### src/rtl/io_input_debouncer.sv
// Switch/key input conditioner: 2-flop synchronizers, per-channel debounce counters,
// sticky key-press flags with clear-on-read, and a switch-change event counter.
module io_input_debouncer #(
    parameter int N_SW            = 10,
    parameter int N_KEY           = 3,
    parameter int DEBOUNCE_CYCLES = 4,
    parameter int CNT_W           = 16
) (
    input  logic             clock,
    input  logic             resetn,
    input  logic [N_SW-1:0]  sw_raw,
    input  logic [N_KEY-1:0] key_raw,
    input  logic             rd_en,
    input  logic [1:0]       rd_addr,
    output logic [31:0]      rd_data,
    output logic [N_SW-1:0]  sw_stable,
    output logic [N_KEY-1:0] key_stable,
    output logic [N_KEY-1:0] key_pending,
    output logic             irq
);

    localparam int CW = (DEBOUNCE_CYCLES > 1) ? $clog2(DEBOUNCE_CYCLES) : 1;
    localparam logic [CW-1:0] CNT_LAST = CW'(DEBOUNCE_CYCLES - 1);

    logic [N_SW-1:0]  sw_s1_q, sw_s2_q;
    logic [N_KEY-1:0] key_s1_q, key_s2_q;
    logic [N_KEY-1:0] key_sync;

    logic [CW-1:0]    sw_cnt_q  [N_SW];
    logic [CW-1:0]    sw_cnt_d  [N_SW];
    logic [CW-1:0]    key_cnt_q [N_KEY];
    logic [CW-1:0]    key_cnt_d [N_KEY];

    logic [N_SW-1:0]  sw_stable_q, sw_stable_d;
    logic [N_KEY-1:0] key_stable_q, key_stable_d;
    logic [N_KEY-1:0] key_pending_q, key_pending_d;
    logic [CNT_W-1:0] chg_cnt_q, chg_cnt_d;

    logic [N_KEY-1:0] pend_set, pend_clr;

    // Keys are active-low on the pins; everything past the synchronizer is 1 = pressed.
    assign key_sync = ~key_s2_q;

    always_comb begin
        for (int i = 0; i < N_SW; i++) begin
            sw_cnt_d[i]    = '0;
            sw_stable_d[i] = sw_stable_q[i];
            if (sw_s2_q[i] != sw_stable_q[i]) begin
                if (sw_cnt_q[i] == CNT_LAST) sw_stable_d[i] = sw_s2_q[i];
                else                         sw_cnt_d[i]    = sw_cnt_q[i] + CW'(1);
            end
        end
    end

    always_comb begin
        for (int i = 0; i < N_KEY; i++) begin
            key_cnt_d[i]    = '0;
            key_stable_d[i] = key_stable_q[i];
            if (key_sync[i] != key_stable_q[i]) begin
                if (key_cnt_q[i] == CNT_LAST) key_stable_d[i] = key_sync[i];
                else                          key_cnt_d[i]    = key_cnt_q[i] + CW'(1);
            end
        end
    end

    // A read of the pending register clears exactly the bits it returned; a
    // press committing on the same edge still lands.
    always_comb begin
        pend_set      = key_stable_d & ~key_stable_q;
        pend_clr      = (rd_en && rd_addr == 2'd2) ? key_pending_q : '0;
        key_pending_d = (key_pending_q & ~pend_clr) | pend_set;
        chg_cnt_d     = chg_cnt_q + ((sw_stable_d != sw_stable_q) ? CNT_W'(1) : CNT_W'(0));
    end

    always_ff @(posedge clock or negedge resetn) begin
        if (!resetn) begin
            sw_s1_q       <= '0;
            sw_s2_q       <= '0;
            key_s1_q      <= '1;
            key_s2_q      <= '1;
            sw_stable_q   <= '0;
            key_stable_q  <= '0;
            key_pending_q <= '0;
            chg_cnt_q     <= '0;
            for (int i = 0; i < N_SW; i++)  sw_cnt_q[i]  <= '0;
            for (int i = 0; i < N_KEY; i++) key_cnt_q[i] <= '0;
        end else begin
            sw_s1_q       <= sw_raw;
            sw_s2_q       <= sw_s1_q;
            key_s1_q      <= key_raw;
            key_s2_q      <= key_s1_q;
            sw_stable_q   <= sw_stable_d;
            key_stable_q  <= key_stable_d;
            key_pending_q <= key_pending_d;
            chg_cnt_q     <= chg_cnt_d;
            for (int i = 0; i < N_SW; i++)  sw_cnt_q[i]  <= sw_cnt_d[i];
            for (int i = 0; i < N_KEY; i++) key_cnt_q[i] <= key_cnt_d[i];
        end
    end

    always_comb begin
        rd_data = '0;
        case (rd_addr)
            2'd0:    rd_data[N_SW-1:0]  = sw_stable_q;
            2'd1:    rd_data[N_KEY-1:0] = key_stable_q;
            2'd2:    rd_data[N_KEY-1:0] = key_pending_q;
            default: rd_data[CNT_W-1:0] = chg_cnt_q;
        endcase
    end

    assign sw_stable   = sw_stable_q;
    assign key_stable  = key_stable_q;
    assign key_pending = key_pending_q;
    assign irq         = |key_pending_q;

endmodule

### config.mk
export PLATFORM = sky130hd
export DESIGN_NAME = io_input_debouncer
export DESIGN_NICKNAME = d
export VERILOG_FILES = /design/src/rtl/io_input_debouncer.sv
export SDC_FILE = /design/constraint.sdc
export NUM_CORES = 1
export LEC_CHECK = 0
export ABC_AREA = 1
export ABC_CLOCK_PERIOD_IN_PS = 2800
export BUFFER_PORTS_ARGS = -buffer_cell sky130_fd_sc_hd__buf_2
export CAP_MARGIN = 25
export CORE_UTILIZATION = 50
export DETAILED_ROUTE_END_ITERATION = 16
export PLACE_DENSITY = 0.73
export SYNTH_ARGS = -nofsm -noshare
export SYNTH_HDL_FRONTEND = slang
export SYNTH_SLANG_ARGS = --single-unit
### constraint.sdc
create_clock -name clock -period 2.8 [get_ports clock]
set_input_delay 0.56 -clock clock [delete_from_list [all_inputs] [get_ports clock]]
set_output_delay 0.56 -clock clock [all_outputs]
set_load 0.03 [all_outputs]
==> flow_metrics.tcl <==
set metrics [dict create \
    dr.pass1.iters 4 \
    grt_max_degree 85 \
    post-route-min-period_ps 2230 \
    finalWorstSetupSlack_ps 573 \
    crit-reg2reg-launch "sw_cnt_q[0]$_DFF_PN0_" \
    period_share_pct 79.5 \
    portBuffers 50 \
    routabilityCongestion 0.778 \
    grt-ovfl-total 0 \
    fin_nets 459 \
    layout.cells.non_filler 527 \
    drive_above_1_share_pct 19.0 \
    place_area_um2 3920 \
    reg2reg_to "chg_cnt_q[10]$_DFF_PN0_" \
    ctsResizeCount 0 \
    endpoint_kind "output port" \
    dpl.cell_count 511 \
    clk-insertion-delay-late_ps 340 \
    crit_fanout 14 \
    status "finished clean" \
    setup-tns-final_ps 0 \
    crit_chain "buf_2 -> nand2_1 -> inv_1 -> nand2_1 -> o21ai_0 -> buf_2" \
    dieArea_um2 7530 \
    vias_per_cell 4.68 \
    h-tree-depth 3 \
    clk_pin_slew_ps 80 \
    power.density_nw_per_um2 944 \
    tightest_slew_ps 525 \
    clk_path_buf_depth 2 \
    yosysWarnings 0 \
    timing.slew.headroom_pct 64.9 \
    multi_input_area_um2 1200 \
    endpoint "rd_data[5]" \
    max_freq_mhz 449 \
    antenna_cells 0 \
    drv_slew 0 \
    grt_pass1_wl_um 10300 \
    grt_setup_unrepaired "no" \
    post_cts_buffers 0 \
    drt.antenna.violating_nets 0 \
    initial_core_util_pct 52.3 \
    drcViolationCount 0 \
    fin_worst_hold_slack_ps 223 \
    cts_tree "done" \
    power.total_mw 3.88 \
    cp_top_family "buffers and inverters" \
    p_leak_nw 2.14 \
    critPathBufInv 3 \
    die_w_um 86.8 \
    cts_root_buf "clkbuf_8" \
    synthToLayoutAreaGrowth_pct 14.4 \
    ys_ff_latch 84 \
    totalWireLength_um 6110 \
    via_count 2468 \
    ys_types 24 \
    syn_avg_cell_area_um2 9.81 \
    ctsHoldBuffers 0 \
    drt_iter0_drc 91 \
    crit_cells 6 \
    antenna_found_initial 0 \
    cp-startpoint "rd_addr[0]" \
    grtUsageTotal_pct 18.1 \
    fin_area_um2 4110 \
    core_area_um2 6870 \
    syn-instance-count 366 \
    clock-sinks 84 \
    synth_seq_area_share_pct 58.7 \
    fill_cells 617 \
    io_pins 67 \
    cp_data_required_time_ps 2240 \
    rows 30 \
    ff2ff_path_depth 12 \
    crit_slowest_cell "nand2_1" \
    syn_area_um2 3590 \
    die_h_um 86.8 \
    min_path_type "in2async" \
    max-vdd-ir-drop_uv 432 \
    worstSetupPathType "in2out" \
    cap_violations 0 \
    fin_util_pct 59.8 \
    numCtsBuffers 9 \
    ff_latch_area_um2 2110 \
    r2r_slack_ps 680 \
    slowest_delay_ps 330 \
    clock_skew_ps 9.03 \
    hold_violations 0 \
    hpwl_um 4490 \
    grt_pass1_vias 2389 \
    setup_violations 0 \
    place_ws_ps 575 \
    wl_per_cell_um 11.6 \
    setup.worst_path.start_class "input pin" \
    critPathArrivalTime_ps 1670 \
]
-- sequential cells by signal, summed over array words and instances (netlist names), 6 cells and up --
signal     count
sw_s1_q       10
sw_stable     10
chg_cnt_q     16
sw_cnt_q      20
key_cnt_q      6
sw_s2_q       10
-- cells in the final DEF (no fill, tap or decap) --
cell type,synthesis,routed
o22ai_1,6,6
clkinvlp_4,0,2
nand2_1,69,69
nor3_1,13,13
clkinv_2,0,2
buf_12,0,1
inv_1,58,58
nand2_2,2,2
xor2_1,13,13
dfstp_2,6,6
o32ai_1,3,3
nor2_1,31,31
nand3_2,1,1
xnor2_1,2,2
nor2_4,1,1
inv_6,0,1
buf_4,16,1
a21oi_1,1,1
buf_2,1,49
o21ai_0,16,16
bufinv_16,0,1
nor3_2,2,2
dfrtp_1,78,78
nand3_1,20,20
conb_1,1,16
nor2_2,4,4
nand4_1,5,5
ha_1,15,15
clkbuf_8,0,9
o2111ai_1,2,2
clkbuf_1,0,1
-- worst min-delay path by stage --
stage                         start                endpoint  slack [ps]  cells past startpoint
5_1_grt                      resetn    sw_s2_q[8]$_DFF_PN0_         260                      2
6_report                     resetn    sw_s2_q[8]$_DFF_PN0_         220                      2
3_3_place_gp   sw_s1_q[2]$_DFF_PN0_    sw_s2_q[2]$_DFF_PN0_         330                      0
3_5_place_dp   sw_s1_q[0]$_DFF_PN0_    sw_s2_q[0]$_DFF_PN0_         330                      0
2_1_floorplan                resetn  chg_cnt_q[0]$_DFF_PN0_         260                      0
4_1_cts                      resetn    sw_s2_q[4]$_DFF_PN0_         240                      2
-- report_power, final --
group	switching (mW)	leakage (nW)	total, mW	internal, mW
combinational	0.868	0.997	1.29	0.419
clock	0.421	0.0927	0.834	0.412
sequential	0.216	1.05	1.76	1.54
-- cell families after synthesis --
logic type      count (synthesis)  synth area share, %
other cells                     1                0.104
compound gates                 28                 4.63
simple gates                  148                 18.1
buf+inv                        75                 9.54
fa+ha+maj                      15                 5.22
flops                          84                 58.7
xor+xnor                       15                 3.66
-- synthesized netlist by cell type, drive strengths merged --
master / count / area (um2)
a21oi: 1 / 5.00
buf: 17 / 125
conb: 1 / 3.75
dfrtp: 78 / 1950
dfstp: 6 / 158
ha: 15 / 188
inv: 58 / 218
nand2: 71 / 272
nand3: 21 / 110
nand4: 5 / 31.3
nor2: 36 / 153
nor3: 15 / 85.1
o2111ai: 2 / 17.5
o21ai: 16 / 80.1
o22ai: 6 / 37.5
o32ai: 3 / 26.3
xnor2: 2 / 17.5
xor2: 13 / 114
-- per-layer routing --
metal / wire length (um) / global-route usage (%)
met2: 2910 / 28.7
met4: 223 / 12.1
met1: 2760 / 22.3
met5: 0 / 0
met3: 210 / 3.90
-- final cells by class --
type | instances | area share [%]
multi-input combinational | 222 | 29.1
timing repair buffer | 51 | 6.64
clock buffer | 10 | 3.11
sequential | 84 | 51.4
tap | 96 | 2.92
clock inverter | 6 | 1.55
inverter | 58 | 5.30
Note: power is estimated with default switching activity, not from simulation.
